--- src/rtl/ym_mix_sequencer.sv ---
// Time-multiplexed three-voice log-volume mixer for the Sunsoft 5B audio path.
// Optional per-voice muting is compiled in when YM_MIX_MUTE_EN is defined.
module ym_mix_sequencer #(
    parameter int PERIOD = 5,
    parameter int OUT_W  = 12
) (
    input  logic             clk,
    input  logic             reset,
    input  logic [2:0]       mix_in,
    input  logic [4:0]       env_in,
    input  logic [4:0]       lvl0,
    input  logic [4:0]       lvl1,
    input  logic [4:0]       lvl2,
`ifdef YM_MIX_MUTE_EN
    input  logic [2:0]       mute_mask,
`endif
    output logic [OUT_W-1:0] audio_out,
    output logic             sample_stb
);

    localparam int P  = (PERIOD < 5) ? 5 : PERIOD;
    localparam int CW = $clog2(P);

    typedef enum logic [2:0] {SNAP, V0, V1, V2, OUT, IDLE} state_t;

    state_t          state;
    logic [CW-1:0]   cnt;
    logic [OUT_W-1:0] acc;
    logic [2:0]      snap_gate;
    logic [4:0]      snap_env;
    logic [4:0]      snap_lvl0;
    logic [4:0]      snap_lvl1;
    logic [4:0]      snap_lvl2;

    logic [4:0]      lvl_sel;
    logic            voice_on;
    logic [4:0]      vsel;
    logic [7:0]      ylog;
    logic [10:0]     ylog_x5;

    function automatic logic [7:0] aylog(input logic [4:0] idx);
        case (idx)
            5'd0:  aylog = 8'd0;    5'd1:  aylog = 8'd1;
            5'd2:  aylog = 8'd2;    5'd3:  aylog = 8'd3;
            5'd4:  aylog = 8'd3;    5'd5:  aylog = 8'd4;
            5'd6:  aylog = 8'd5;    5'd7:  aylog = 8'd6;
            5'd8:  aylog = 8'd8;    5'd9:  aylog = 8'd9;
            5'd10: aylog = 8'd11;   5'd11: aylog = 8'd13;
            5'd12: aylog = 8'd16;   5'd13: aylog = 8'd18;
            5'd14: aylog = 8'd24;   5'd15: aylog = 8'd29;
            5'd16: aylog = 8'd32;   5'd17: aylog = 8'd34;
            5'd18: aylog = 8'd44;   5'd19: aylog = 8'd55;
            5'd20: aylog = 8'd61;   5'd21: aylog = 8'd66;
            5'd22: aylog = 8'd82;   5'd23: aylog = 8'd98;
            5'd24: aylog = 8'd114;  5'd25: aylog = 8'd130;
            5'd26: aylog = 8'd148;  5'd27: aylog = 8'd166;
            5'd28: aylog = 8'd187;  5'd29: aylog = 8'd207;
            5'd30: aylog = 8'd231;  default: aylog = 8'd255;
        endcase
    endfunction

    // One shared lookup: the current slot picks which voice feeds it.
    always_comb begin
        lvl_sel  = '0;
        voice_on = 1'b0;
        case (state)
            V0: begin lvl_sel = snap_lvl0; voice_on = snap_gate[0]; end
            V1: begin lvl_sel = snap_lvl1; voice_on = snap_gate[1]; end
            V2: begin lvl_sel = snap_lvl2; voice_on = snap_gate[2]; end
            default: begin lvl_sel = '0; voice_on = 1'b0; end
        endcase
        if (!voice_on)
            vsel = '0;
        else if (lvl_sel[4])
            vsel = snap_env;
        else
            vsel = {lvl_sel[3:0], 1'b0};
        ylog    = aylog(vsel);
        ylog_x5 = {1'b0, ylog, 2'b00} + {3'b000, ylog};
    end

    always_ff @(negedge clk) begin
        if (reset) begin
            state      <= SNAP;
            cnt        <= '0;
            acc        <= '0;
            audio_out  <= '0;
            sample_stb <= 1'b0;
            snap_gate  <= '0;
            snap_env   <= '0;
            snap_lvl0  <= '0;
            snap_lvl1  <= '0;
            snap_lvl2  <= '0;
        end else begin
            sample_stb <= 1'b0;
            cnt        <= (cnt == CW'(P - 1)) ? '0 : cnt + CW'(1);
            case (state)
                SNAP: begin
`ifdef YM_MIX_MUTE_EN
                    snap_gate <= mix_in & ~mute_mask;
`else
                    snap_gate <= mix_in;
`endif
                    snap_env  <= env_in;
                    snap_lvl0 <= lvl0;
                    snap_lvl1 <= lvl1;
                    snap_lvl2 <= lvl2;
                    acc       <= '0;
                    state     <= V0;
                end
                V0: begin
                    acc   <= acc + OUT_W'(ylog_x5);
                    state <= V1;
                end
                V1: begin
                    acc   <= acc + OUT_W'(ylog_x5);
                    state <= V2;
                end
                V2: begin
                    acc   <= acc + OUT_W'(ylog_x5);
                    state <= OUT;
                end
                OUT: begin
                    audio_out  <= acc;
                    sample_stb <= 1'b1;
                    state      <= (P > 5) ? IDLE : SNAP;
                end
                IDLE: begin
                    state <= (cnt == CW'(P - 1)) ? SNAP : IDLE;
                end
                default: state <= SNAP;
            endcase
        end
    end

endmodule

--- config.mk ---
export PLATFORM = sky130hd
export DESIGN_NAME = ym_mix_sequencer
export DESIGN_NICKNAME = d
export VERILOG_FILES = /design/src/rtl/ym_mix_sequencer.sv
export SDC_FILE = /design/constraint.sdc
export NUM_CORES = 1
export LEC_CHECK = 0
export BUFFER_PORTS_ARGS = -buffer_cell sky130_fd_sc_hd__clkbuf_2
export CAP_MARGIN = 0
export CORE_MARGIN = 5
export CORE_UTILIZATION = 41
export DETAILED_ROUTE_END_ITERATION = 16
export SYNTH_ARGS = -nofsm -noshare
export SYNTH_HDL_FRONTEND = slang
export SYNTH_SLANG_ARGS = --single-unit
--- constraint.sdc ---
create_clock -name clk -period 9.5 [get_ports clk]
set_input_delay 1.425 -clock clk [delete_from_list [all_inputs] [get_ports clk]]
set_output_delay 1.425 -clock clk [all_outputs]
set_load 0.02 [all_outputs]
==> results by group <==
Clock tree
  • Cts repair resizes: 0
  • Hold buffers post-CTS: 0
  • Clk_lat worst skew: 0.40 ns
  • Clk slew on worst S/H paths: 0.05 ns
  • Clock sinks: 54
  • Setup bufs post-CTS: 0
  • CTS max path bufs: 2
  • Num CTS Buffers: 5
  • CTS tree: yes
  • H-tree levels: 2
  • Clock root cell: clkbuf_8

Synth
  • Yosys synthesis warning count: 0
  • Synth cell types: 60
  • Post-synth EDFFs: 0
  • Mapped Cells: 423
  • Yosys reg bits: 54
  • Top-area cell type share of the netlist area: about a third
  • Syn_nets: 475
  • Mapped Area: ~0.0034 mm^2
  • Synth area leader: dfxtp_1
  • Syn_area_per_cell: about 8.1 um^2
  • Async set-reset flop share out of synthesis: 0%
  • Synth Flop Type: dfxtp_1
  • Sequential area share after synthesis: 31.5%
  • Synth area leaders: dfxtp_1 (31%), nand2_1 (8.7%), a21oi_1 (7.9%)

Routing
  • Avg WL per Cell: approximately 13 um
  • Mean number of vias per cell: 5.33
  • Routed WL: 8060 um
  • DR vias: 3232
  • DRT Pass-1 Iters: 4
  • DRC violations left: 0
  • Remaining antenna violation count: 0
  • DRT iter0 DRCs: 147

Flow run
  • Max_cap viols: 0

Global routing
  • Total GRT Usage: 16.3%
  • Initial antenna violation count: 0
  • Vias in the first global route: 3227
  • First-pass GRT wire length: 13900 um
  • Largest net degree at the start of global routing: 52
  • GRT overflow: 0

Power
  • Logic gate share of total power: 22.1%
  • Switching share of power: between 30 and 40%
  • Clk pwr share: between 30% and 40%
  • Max VDD drop: 0.102 mV
  • Power Dens Cells: 160 mW/mm^2
  • Power Internal: 0.000385 W
  • Pleak: 1.82 nW
  • P_sw: 0.000251 W
  • Register share of total power: 41.3%

Placement
  • DP Worst Slack: between 2 and 2.5 ns
  • Final RePlAce weighted congestion: 0.826
  • PortBufs: 37
  • HPWL reported at the end of detailed placement: 5630 um

Setup path
  • Critical path endpoint category: output pin
  • CP delay by family, top: flip-flops
  • WS Path Type: flip-flop to output pin
  • CP Max Fanout: 2
  • Slowest cell delay on critical path: about 0.34 ns
  • Worst Path Required: 8.08 ns
  • CP max-delay cell: dfxtp_1
  • CP Cell Sequence: clkbuf_2
  • Startpoint Class: flip-flop
  • Crit Reg-Reg Startpoint: state[1]
  • WP data arrival: 5.66 ns
  • Buf+Inv Stages, Crit Path: 1
  • CP startpoint: audio_out[6]

Timing
  • RSZ-0062 raised after global routing: no
  • Setup Total Neg Slack: 0 ns
  • Max-slew violation count: 0
  • Rel. slew slack: 36.9%
  • Worst setup margin: 2.42 ns
  • Clk_skew: around 0.028 ns
  • Worst Tran Pin Value: approximately 0.95 ns
  • Fin. Hold Viols: 0
  • Final setup fails: 0

Final layout
  • Most frequent cells in the layout: nand2_1 (80), inv_1 (77), a21oi_1 (54), dfxtp_1 (54), clkbuf_2 (37)
  • Layout area overhead: 15.4%
  • # diodes: 0
  • Most common cell after layout, fill and taps aside: nand2_1
  • # fillers: 850
  • Fin nets: 552
  • Layout cell share with drive strength beyond 1: 13.2%

Die
  • Row cnt: 33
  • Core area: 0.00818 mm^2
  • Die Ht: 102 um
  • Starting Density: 42.0%
  • DIE WIDTH: 102 um
  • Top Ports: 38
  • Die area: 0.0103 mm^2

Worst hold path
  • Hold Path Class: flip-flop to flip-flop
  • Hold path startpoint: snap_lvl0[4]

Outcome
  • Result of the run: complete, no violations
[cells by family (layout without fill, tap and decap cells)]
group	Yosys count	in the layout	share of synthesized area, %
AO/OA/AOI/OAI	112	112	22.0
XOR/XNOR	5	5	1.27
adder cells (fa/ha/maj)	27	27	11.4
buffers and inverters	48	126	6.05
flip-flops	54	54	31.5
multiplexers	19	19	6.12
AND/OR/NAND/NOR	158	158	21.7
[flip-flops by register name, indices dropped and copies added, names as in the netlist]
| signal | count |
|---|---|
| snap_lvl1 | 5 |
| snap_env | 5 |
| acc | 12 |
| state | 3 |
| snap_gate | 3 |
| snap_lvl0 | 5 |
| cnt | 3 |
| snap_lvl2 | 5 |
| audio_out | 12 |
| sample_stb | 1 |
[cells in the mapped netlist, types with 2 or more instances]
| library cell | number |
|---|---|
| a2111o_1 | 2 |
| a2111oi_0 | 4 |
| a211o_1 | 2 |
| a211oi_1 | 6 |
| a211oi_2 | 2 |
| a21o_1 | 3 |
| a21oi_1 | 54 |
| a22oi_1 | 6 |
| a32o_1 | 2 |
| and2_1 | 5 |
| and3_1 | 3 |
| and3b_1 | 2 |
| buf_4 | 5 |
| clkbuf_1 | 15 |
| dfxtp_1 | 54 |
| fa_1 | 7 |
| ha_1 | 20 |
| inv_1 | 24 |
| mux2_2 | 2 |
| mux2_4 | 2 |
| mux2i_1 | 13 |
| mux2i_2 | 2 |
| nand2_1 | 80 |
| nand3_1 | 9 |
| nand4_1 | 2 |
| nor2_1 | 21 |
| nor2b_1 | 4 |
| nor3_1 | 10 |
| nor3b_1 | 7 |
| nor4_1 | 2 |
| nor4b_1 | 2 |
| o211ai_1 | 3 |
| o21a_1 | 3 |
| o21ai_0 | 8 |
| o22ai_1 | 3 |
| or3_1 | 6 |
| xnor2_1 | 5 |
[through the flow]
| stage | power [W] | hold WS (ns) | utilization, % | std cells | cell area [um^2] |
|---|---|---|---|---|---|
| 4_1_cts | 0.000650 | 0.455 | 48.5 | 606 | 3960 |
| 6_report | 0.000636 | 0.452 | 48.5 | 606 | 3960 |
| 2_1_floorplan | 0.000411 | 0.436 | - | 423 | 3430 |
| 5_1_grt | 0.000696 | 0.479 | 48.5 | 606 | 3960 |
| 3_5_place_dp | 0.000440 | 0.449 | 44.8 | 545 | 3660 |
| 3_3_place_gp | 0.000439 | 0.445 | 44.8 | 545 | 3660 |
[final cells by class]
class                   instances  area, um^2  area share [%]
multi-input cells             321        2150            54.3
flip-flops and latches         54        1080            27.3
clock inverters                57         234            5.90
repair buffers                 40         208            5.24
well taps                     105         131            3.31
inverters                      24        90.1            2.27
clock buffers                   5        68.8            1.74
[final timing paths]
kind | cells past startpoint | slack [ns] | end
worst min-delay path | 2 | 0.45 | snap_lvl0[4]
worst min register to register | 2 | 0.45 | snap_lvl0[4]
worst max-delay path | 1 | 2.42 | audio_out[6]
worst max register to register | 15 | 3.94 | acc[7]
[power by group through the flow]
stage	clock (W)	sequential (W)	combinational, W
after floorplan	0.0000352	0.000256	0.000120
after CTS	0.000248	0.000262	0.000141
final	0.000233	0.000262	0.000141
after global routing	0.000273	0.000264	0.000159
after global placement	0.0000352	0.000265	0.000138
after detailed placement	0.0000352	0.000266	0.000140
[per-layer routing]
layer  up-vias  global-route usage [%]  wire length [um]
li1       1645                       -                 -
met1      1480                    21.5              3980
met2        97                    24.0              3550
met3        10                    5.72               465
met4         0                    7.26                66
met5         -                       0                 0
Note: power is estimated with default switching activity, not from simulation.
